<file path="src/rtl/traffic_pkg.sv">
// traffic_pkg
//   Shared definitions for the lane traffic sensor: lane sizing, slot
//   indices, the emergency FSM state type and small helpers mapping
//   Breadboard light bits to lane slots and picking the winning request.
package traffic_pkg;

  localparam int LANE_W    = 8;
  localparam int NUM_LANES = 8;

  localparam logic [2:0] SLOT_N2 = 3'd0;
  localparam logic [2:0] SLOT_N1 = 3'd1;
  localparam logic [2:0] SLOT_E2 = 3'd2;
  localparam logic [2:0] SLOT_E1 = 3'd3;
  localparam logic [2:0] SLOT_S2 = 3'd4;
  localparam logic [2:0] SLOT_S1 = 3'd5;
  localparam logic [2:0] SLOT_W2 = 3'd6;
  localparam logic [2:0] SLOT_W1 = 3'd7;

  typedef enum logic [1:0] {
    IDLE   = 2'd0,
    ACTIVE = 2'd1,
    GAP    = 2'd2
  } emg_state_t;

  // Breadboard orders its light outputs differently from the lane bus.
  function automatic logic [2:0] light_to_slot(input logic [2:0] light_bit);
    logic [2:0] slot;
    case (light_bit)
      3'd0:    slot = SLOT_S1;
      3'd1:    slot = SLOT_S2;
      3'd2:    slot = SLOT_E1;
      3'd3:    slot = SLOT_E2;
      3'd4:    slot = SLOT_N1;
      3'd5:    slot = SLOT_N2;
      3'd6:    slot = SLOT_W1;
      3'd7:    slot = SLOT_W2;
      default: slot = SLOT_N2;
    endcase
    return slot;
  endfunction

  // Highest-numbered asserted request wins arbitration.
  function automatic logic [2:0] highest_slot(input logic [NUM_LANES-1:0] req);
    logic [2:0] slot;
    slot = 3'd0;
    for (int i = 0; i < NUM_LANES; i++) begin
      if (req[i]) begin
        slot = 3'(i);
      end else begin
        slot = slot;
      end
    end
    return slot;
  endfunction

endpackage

</file>
<file path="src/rtl/lane_counter.sv">
// lane_counter
//   One lane slot: departure timer, saturating vehicle count, sticky
//   overflow flag and a one-cycle departure pulse.
// Ports:
//   clk, rst      clock, asynchronous active-low reset
//   green         this slot's light is green
//   arrive        one-cycle car arrival pulse
//   clr_ovf       synchronous clear of the overflow flag
//   count         registered vehicle count
//   ovf           sticky saturation flag
//   depart_pulse  one-cycle pulse, aligned with the decremented count
module lane_counter
  import traffic_pkg::*;
#(
  parameter int DEPART_CYCLES = 4
) (
  input  logic              clk,
  input  logic              rst,
  input  logic              green,
  input  logic              arrive,
  input  logic              clr_ovf,
  output logic [LANE_W-1:0] count,
  output logic              ovf,
  output logic              depart_pulse
);

  localparam int TMR_W = (DEPART_CYCLES > 1) ? $clog2(DEPART_CYCLES) : 1;

  logic [TMR_W-1:0]  timer_r;
  logic [TMR_W-1:0]  timer_next_s;
  logic [LANE_W-1:0] count_r;
  logic [LANE_W-1:0] count_next_s;
  logic              ovf_r;
  logic              ovf_next_s;
  logic              depart_r;
  logic              draining_s;
  logic              depart_s;
  logic              sat_s;

  // Timer, depart decision, saturating count and sticky overflow.
  always_comb begin
    draining_s   = green && (count_r != '0);
    depart_s     = 1'b0;
    timer_next_s = '0;
    sat_s        = 1'b0;
    count_next_s = count_r;
    ovf_next_s   = ovf_r;

    if (draining_s) begin
      if (timer_r == TMR_W'(DEPART_CYCLES - 1)) begin
        depart_s     = 1'b1;
        timer_next_s = '0;
      end else begin
        timer_next_s = timer_r + TMR_W'(1);
      end
    end else begin
      timer_next_s = '0;
    end

    // Arrival and departure together cancel out.
    if (arrive && !depart_s) begin
      if (count_r == '1) begin
        sat_s        = 1'b1;
        count_next_s = count_r;
      end else begin
        count_next_s = count_r + LANE_W'(1);
      end
    end else if (!arrive && depart_s) begin
      count_next_s = count_r - LANE_W'(1);
    end else begin
      count_next_s = count_r;
    end

    // A new saturation outranks a simultaneous clear.
    if (sat_s) begin
      ovf_next_s = 1'b1;
    end else if (clr_ovf) begin
      ovf_next_s = 1'b0;
    end else begin
      ovf_next_s = ovf_r;
    end
  end

  // Lane state registers.
  always_ff @(posedge clk or negedge rst) begin
    if (!rst) begin
      timer_r  <= '0;
      count_r  <= '0;
      ovf_r    <= 1'b0;
      depart_r <= 1'b0;
    end else begin
      timer_r  <= timer_next_s;
      count_r  <= count_next_s;
      ovf_r    <= ovf_next_s;
      depart_r <= depart_s;
    end
  end

  assign count        = count_r;
  assign ovf          = ovf_r;
  assign depart_pulse = depart_r;

endmodule

</file>
<file path="src/rtl/lane_traffic_sensor.sv">
// lane_traffic_sensor
//   Turns per-slot arrival pulses and emergency requests into the packed
//   lane-count bus, emgSignal and emgLane consumed by Breadboard. Cars
//   drain only while Breadboard shows green for their slot.
// Ports:
//   clk, rst            clock, asynchronous active-low reset
//   arrive[8]           car arrival pulse per slot
//   emgReq[8]           emergency request level per slot
//   trafficLightOutput  Breadboard lights (1 = green), Breadboard bit order
//   clrOvf              clear all overflow flags
//   lanes[64]           counts, slot k at lanes[8k+7:8k]
//   emgSignal           emergency active
//   emgLane[8]          one-hot active emergency slot, 0 when idle
//   ovf[8]              sticky saturation flags
//   departPulse[8]      one-cycle pulse when a car leaves a slot
module lane_traffic_sensor
  import traffic_pkg::*;
#(
  parameter int DEPART_CYCLES = 4,
  parameter int EMG_TIMEOUT   = 64,
  parameter int EMG_GAP       = 2
) (
  input  logic                        clk,
  input  logic                        rst,
  input  logic [NUM_LANES-1:0]        arrive,
  input  logic [NUM_LANES-1:0]        emgReq,
  input  logic [NUM_LANES-1:0]        trafficLightOutput,
  input  logic                        clrOvf,
  output logic [NUM_LANES*LANE_W-1:0] lanes,
  output logic                        emgSignal,
  output logic [NUM_LANES-1:0]        emgLane,
  output logic [NUM_LANES-1:0]        ovf,
  output logic [NUM_LANES-1:0]        departPulse
);

  localparam int TMR_W = (EMG_TIMEOUT > 1) ? $clog2(EMG_TIMEOUT) : 1;
  localparam int GAP_W = (EMG_GAP > 2) ? $clog2(EMG_GAP - 1) : 1;

  logic [NUM_LANES-1:0] green_s;
  logic [LANE_W-1:0]    count_s [NUM_LANES];

  emg_state_t           state_r, state_next_s;
  logic [2:0]           slot_r, slot_next_s;
  logic [TMR_W-1:0]     tmr_r, tmr_next_s;
  logic [GAP_W-1:0]     gap_r, gap_next_s;
  logic                 emg_signal_r, emg_signal_next_s;
  logic [NUM_LANES-1:0] emg_lane_r, emg_lane_next_s;
  logic [LANE_W-1:0]    latched_count_s;
  logic [2:0]           winner_s;

  // Reorder Breadboard light bits into slot order.
  always_comb begin
    green_s = '0;
    for (int b = 0; b < NUM_LANES; b++) begin
      green_s[light_to_slot(3'(b))] = trafficLightOutput[b];
    end
  end

  for (genvar k = 0; k < NUM_LANES; k++) begin : g_lane
    lane_counter #(
      .DEPART_CYCLES(DEPART_CYCLES)
    ) u_lane (
      .clk         (clk),
      .rst         (rst),
      .green       (green_s[k]),
      .arrive      (arrive[k]),
      .clr_ovf     (clrOvf),
      .count       (count_s[k]),
      .ovf         (ovf[k]),
      .depart_pulse(departPulse[k])
    );
    assign lanes[LANE_W*k +: LANE_W] = count_s[k];
  end

  assign latched_count_s = count_s[slot_r];
  assign winner_s        = highest_slot(emgReq);

  // Emergency FSM next state and next registered outputs.
  // The IDLE arbitration cycle is itself the last low cycle, so GAP spans
  // EMG_GAP-1 cycles to keep emgSignal low for exactly EMG_GAP cycles
  // between back-to-back emergencies (EMG_GAP must be at least 1).
  always_comb begin
    state_next_s      = state_r;
    slot_next_s       = slot_r;
    tmr_next_s        = tmr_r;
    gap_next_s        = gap_r;
    emg_signal_next_s = emg_signal_r;
    emg_lane_next_s   = emg_lane_r;
    case (state_r)
      IDLE: begin
        if (emgReq != 8'h00) begin
          state_next_s      = ACTIVE;
          slot_next_s       = winner_s;
          tmr_next_s        = '0;
          emg_signal_next_s = 1'b1;
          emg_lane_next_s   = 8'h01 << winner_s;
        end else begin
          state_next_s      = IDLE;
        end
      end
      ACTIVE: begin
        if ((latched_count_s == '0) || (tmr_r == TMR_W'(EMG_TIMEOUT - 1))) begin
          emg_signal_next_s = 1'b0;
          emg_lane_next_s   = 8'h00;
          gap_next_s        = '0;
          state_next_s      = (EMG_GAP > 1) ? GAP : IDLE;
        end else begin
          tmr_next_s        = tmr_r + TMR_W'(1);
        end
      end
      GAP: begin
        if (gap_r == GAP_W'(EMG_GAP - 2)) begin
          state_next_s = IDLE;
        end else begin
          gap_next_s   = gap_r + GAP_W'(1);
        end
      end
      default: begin
        state_next_s      = IDLE;
        emg_signal_next_s = 1'b0;
        emg_lane_next_s   = 8'h00;
      end
    endcase
  end

  // Emergency FSM registers.
  always_ff @(posedge clk or negedge rst) begin
    if (!rst) begin
      state_r      <= IDLE;
      slot_r       <= 3'd0;
      tmr_r        <= '0;
      gap_r        <= '0;
      emg_signal_r <= 1'b0;
      emg_lane_r   <= 8'h00;
    end else begin
      state_r      <= state_next_s;
      slot_r       <= slot_next_s;
      tmr_r        <= tmr_next_s;
      gap_r        <= gap_next_s;
      emg_signal_r <= emg_signal_next_s;
      emg_lane_r   <= emg_lane_next_s;
    end
  end

  assign emgSignal = emg_signal_r;
  assign emgLane   = emg_lane_r;

endmodule

</file>
<file path="config.mk">
export PLATFORM = sky130hd
export DESIGN_NAME = lane_traffic_sensor
export DESIGN_NICKNAME = d
export VERILOG_FILES = /design/src/rtl/traffic_pkg.sv /design/src/rtl/lane_counter.sv /design/src/rtl/lane_traffic_sensor.sv
export SDC_FILE = /design/constraint.sdc
export NUM_CORES = 1
export LEC_CHECK = 0
export BUFFER_PORTS_ARGS = -buffer_cell sky130_fd_sc_hd__buf_2
export CAP_MARGIN = 20
export CORE_MARGIN = 2
export CORE_UTILIZATION = 57
export CTS_CLUSTER_DIAMETER = 120
export DETAILED_ROUTE_END_ITERATION = 12
export PLACE_DENSITY = 0.81
export SKIP_CTS_REPAIR_TIMING = 1
export SYNTH_ARGS = -nofsm -noshare
export SYNTH_HDL_FRONTEND = slang
export SYNTH_SLANG_ARGS = --single-unit
</file>
<file path="constraint.sdc">
create_clock -name clk -period 3.91 [get_ports clk]
set_input_delay 0.5865 -clock clk [delete_from_list [all_inputs] [get_ports clk]]
set_output_delay 0.5865 -clock clk [all_outputs]
set_load 0.03 [all_outputs]
</file>
## Word-level counts from Yosys, hierarchy flattened

Cells that the tools add are included.

- Add/sub/neg operators: 26
- Multipliers: 0
- Div/mod/pow operators: 0
- Magnitude comparators: 1
- Equal/unequal tests: 31
- Shift-type cells: 1
- Muxes and demuxes: 106
- Bitwise operators: 2
- Reduce and logical (&&, ||, !) cells: 83

Operator list:

| operator | number |
|---|---|
| 8-bit two-way mux | 28 |
| 8-bit nonzero test | 9 |
| 8-bit by 1-bit adder with 8-bit output (second input constant) | 8 |
| 8-bit == test (second input constant) | 8 |
| 8-bit by 1-bit subtractor with 8-bit output (second input constant) | 8 |
| 1-bit two-way mux | 46 |
| 2-bit two-way mux | 20 |
| 2-bit nonzero test | 18 |
| 8-bit binary-select mux with 3-bit select | 1 |
| 1-bit logical AND | 24 |
| 2-bit != test (second input constant) | 12 |
| 8-bit case mux with 3 select lines | 1 |
| 2-bit AND reduction | 11 |
| 2-bit == test (second input constant) | 9 |
| 2-bit by 1-bit adder with 2-bit output (second input constant) | 8 |
| 1-bit logical NOT | 16 |
| 3-bit two-way mux | 4 |
| 6-bit two-way mux | 2 |
| 6-bit case mux with 2 select lines | 1 |
| 8-bit logical NOT | 1 |
| 1-bit by 3-bit left shift with 8-bit output (first input constant) | 1 |
| 6-bit by 1-bit adder with 6-bit output (second input constant) | 1 |
| 6-bit == test (second input constant) | 1 |
| 2-bit case mux with 3 select lines | 1 |
| other kinds (10) | 11 |

- Bits in registers: 117
- Bits in latches: 0
- Memory bits (writable): 0
- Memory bits (read-only): 0
- Bits of input ports: 27
- Output and inout port bits: 89
- Word-level logic and storage cells: 288
- Memories kept: 0

## Depth between registers and ports, before layout

- Depth after elaboration: 10
- Mapped depth: 12
- Gate-level depth less buffers: 12

## Hierarchy

Synthesis repeated with hierarchy kept, for this count alone.

- Cell total of the unflattened synthesis: 687
- Area, all modules: 7400.8 µm²

Modules (own cells, without submodules):

| module | instances | cells each | area an instance (µm²) | seq. area each (µm²) |
|---|---|---|---|---|
| lane_counter (g_lane[0].u_lane ...) | 7 | 70 | 773.2 | 300.3 |
| lane_traffic_sensor | 1 | 127 | 1216.2 | 500.5 |
| lane_counter (g_lane[4].u_lane) | 1 | 70 | 772.0 | 300.3 |

## Worst setup path after synthesis

OpenSTA, ideal clock, no wires.

- Path type: register to register
- Start: register g_lane[7].u_lane.count_r[1]
- End: register g_lane[7].u_lane.count_r[7]
- Setup time: 0.080 ns
- Data arrival time: 2.800 ns
- Data required time: 3.830 ns
- Path slack: 1.029 ns
- Stages on the path, launching flop included: 11
- Buffers on the path: 0
- Clock period less this slack: 2.881 ns
- Path through: dfrtp_1 > nor4_1 > a211o_1 > nand2_1 > ha_1 > a21o_1 > a211oi_1 > nor2_1 > o41ai_1 > mux2i_1 > xor2_1

- Cells in the longest elaborated chain, start to end: 7
- Elaborated cells between the ends (all ways): 15
- Those cells by class: add/sub: 2; eq/ne: 2; mux: 4; reduce/logical: 7

RTL lines:

| item | RTL line | text |
|---|---|---|
| start: declaration | lane_counter.sv:31 | `logic [LANE_W-1:0] count_r;` |
| start signal: assignment | lane_counter.sv:93 | `count_r <= count_next_s;` |
| branches (longest 7 deep; another with 8-bit by 1-bit subtractor with 8-bit output) | - |  |

Several ways; the timed one is not identified. The select of a mux whose other input is x is not followed.
A chain may end at the register's enable or synchronous reset.

## Final worst setup path

Ends and elaborated chain as after synthesis.

==> flow_summary.yaml <==
critical_path:
  required_ns: 4.24
  crit_path_max_incr_delay_ns: 0.52
  path_buf_inv: 0
  cp-start-kind: "flop"
  path_delay_family: "compound AO/OA/AOI/OAI gates"
  path_max_fanout: 10
  arrival_ns: 3.60
  path_cells: "nor4_1 -> a211o_1 -> nand2_1 -> ha_1 -> a21o_1 -> a211oi_1 -> nor2_1 -> o41ai_1 -> mux2i_1 -> xor2_1"
  cp_slowest_cell: "nor4_1"
  crit_path_end_kind: "flop"
  path_class: "flop to flop"
timing:
  hold_ws_ns: 0.267
  slew_headroom: 0.389
  slew_violations: 0
  rsz0062_at_grt: "no"
  finalCritPeriodShare: 0.837
  worstMarginPinSlew_ns: 0.915
  hold_viol: 0
  fin_skew_ns: 0.0114
  setup_viol: 0
  max_freq_mhz: 306
  min_period_ns: 3.27
  fin_setup_tns_ns: 0
final_layout:
  final_nets: 912
  diodes: 0
  layout-drive-gt1-share: 0.238
  layout-area-overhead-vs-synth_pct: 17.6
grt:
  grt-ovfl-total: 0
  grt_pass1_wl_um: 25500
  grtUsageMet2: 0.405
  grt_usage: 0.245
  grt_max_degree: 64
  globalRouteMet1Util: 0.303
  global_route.usage.met3: 0.0532
  gr-max-usage-layer: "met2"
  grt_pass1_vias: 5563
  antenna_found_initial: 0
yosys:
  yosys_warnings: 0
  synth_area_per_cell_um2: 10.1
  synthSimpleGateAreaFrac: 0.153
  synth_top_family_by_area: "simple AND/OR/NAND/NOR gates"
  synth_area_leaders: "dfrtp_1 41%, ha_1 11%, mux2_2 4.2%"
  synth-adder-area-share: 0.129
  synth_top_cell_area_share: 0.412
  synth_xor_xnor_area_share: 0.0683
  synth_top_area_cell: "dfrtp_1"
  synthesis.area_um2: 7050
  yosysSeqAreaShare: 0.412
  synth_common_cells: "116 x dfrtp_1, 65 x nor2_1, 60 x ha_1"
  synth_edf_count: 0
  synth_compound_area_frac: 0.136
  yosysMostFrequentCell: "dfrtp_1"
  synthesis.instances: 701
  yosysUniqueCellTypes: 55
  synth_nets: 796
  synth_mux_area_frac: 0.0550
  async_flop_share: 1.00
  synth_flop_cell: "dfrtp_1"
  synth_seq_cells: 116
detailed_routing:
  drt-initial-drc-count: 343
  drc: 0
  dr.pass1.iters: 5
  viasPerCell: 5.68
  wirelength_um: 15500
  ant_nets: 0
  wl_per_cell_um: 15.6
  dr_total_vias: 5663
die:
  rows: 40
  core_um2: 12100
  die_area_um2: 13300
  ios: 116
  die_y_um: 115
  die_w_um: 115
  initial_core_util: 0.584
cts:
  cts-root-buf: "clkbuf_16"
  cts.path.max_buffers: 2
  htree_levels: 4
  insertion_delay_ns: 0.42
  clk_pin_slew_ns: 0.05
  cts_inserted_buffers: 17
  cts_tree: "built"
  clock-sinks: 116
power:
  p_per_area_nw_per_um2: 925
  peakVddDrop_mv: 0.571
  p_leak_nw: 4.04
place:
  port_buffers: 115
  place_congestion: 0.862
  hpwl_um: 11300
status:
  outcome: "finished clean"
worst_hold_path:
  hold_class: "input port to async pin"
job:
  max_cap_viol_count: 0
-- state kept, by name, summed over array words and instances, names as in the netlist --
signal,flops
g_lane.u_lane.count,64
g_lane.u_lane.timer_r,16
emgLane,8
g_lane.u_lane.depart_pulse,8
g_lane.u_lane.ovf,8
tmr_r,6
slot_r,3
state_r,2
emgSignal,1
-- metal layers --
| layer | wire length (um) | part of all wire |
|---|---|---|
| met3 | 633 | 0.041 |
| met5 | 0 | 0 |
| met4 | 412 | 0.027 |
| met2 | 7750 | 0.50 |
| met1 | 6750 | 0.43 |
-- worst paths after layout --
kind / cells past startpoint / to / slack, ns / start
min reg2reg: 1 / g_lane[1].u_lane.timer_r[0]$_DFF_PN0_ / 0.43 / g_lane[1].u_lane.timer_r[0]$_DFF_PN0_
max reg2reg: 10 / g_lane[7].u_lane.count[7]$_DFFE_PN0P_ / 0.64 / g_lane[7].u_lane.count[1]$_DFFE_PN0P_
max in group asynchronous: 2 / g_lane[2].u_lane.timer_r[1]$_DFF_PN0_ / 2.75 / rst
min: 1 / g_lane[1].u_lane.count[3]$_DFFE_PN0P_ / 0.27 / rst
max: 10 / g_lane[7].u_lane.count[7]$_DFFE_PN0P_ / 0.64 / g_lane[7].u_lane.count[1]$_DFFE_PN0P_
min in group clk: 3 / g_lane[5].u_lane.timer_r[0]$_DFF_PN0_ / 0.41 / trafficLightOutput[0]
-- kinds of logic (layout without fill, tap and decap cells) --
family | after synthesis | count (layout)
AO/OA/AOI/OAI | 147 | 147
XOR/XNOR | 55 | 55
adder cells (fa/ha/maj) | 68 | 68
buffers and inverters | 71 | 199
flip-flops | 116 | 116
multiplexers | 35 | 35
AND/OR/NAND/NOR | 209 | 209
-- cell type report --
class	instances	area [um^2]
clock buffer	28	537
multi-input combinational	514	3810
clock inverter	3	40.0
sequential	116	2900
inverter	50	188
tap	168	210
timing repair buffer	118	601
fill	919	3770
-- worst register-to-register path: cells and delay by family, from the launching register on --
| family | cells | cell delay [ns] |
|---|---|---|
| and+or+nand+nor | 3 | 0.87 |
| muxes | 1 | 0.28 |
| AOI/OAI and AO/OA | 4 | 1.07 |
| xor gates and xnor gates | 1 | 0.16 |
| DFF | 1 | 0.43 |
| adders and majority gates | 1 | 0.38 |
-- cells in the final DEF (no fill, tap or decap), types with 7 or more instances in the layout --
master	netlist	layout
dfrtp_1	116	116
buf_2	5	114
nor2_1	65	65
ha_1	60	60
inv_1	50	50
a21oi_1	49	49
nand2_1	38	38
xnor2_1	29	29
xor2_1	26	26
mux2_2	26	26
o21ai_0	26	26
nor3_1	17	17
nand4_1	17	17
clkbuf_16	0	17
nor4_1	15	15
or2_2	12	12
a21o_1	12	12
nand3_1	11	11
and3_1	9	9
mux2i_1	8	8
fa_1	8	8
o21bai_1	7	7
o41ai_1	7	7
clkbuf_8	0	7
-- power by group --
group	leakage [nW]	internal, W	switching [W]
Clock	0.286	0.000986	0.000513
Combinational	2.34	0.00162	0.00226
Sequential	1.42	0.00167	0.000620
-- per-stage QoR --
step | worst slack, ns | instance area (um^2) | cells | total power, W | utilization
2_1_floorplan | 1.03 | 7050 | 701 | 0.00515 | -
3_3_place_gp | 0.915 | 7710 | 966 | 0.00592 | 0.640
3_5_place_dp | 0.839 | 7710 | 966 | 0.00614 | 0.640
4_1_cts | 0.686 | 8290 | 997 | 0.00770 | 0.687
5_1_grt | 0.438 | 8290 | 997 | 0.00822 | 0.687
6_report | 0.639 | 8290 | 997 | 0.00767 | 0.687
No activity file was read; power rests on OpenSTA's default activity.
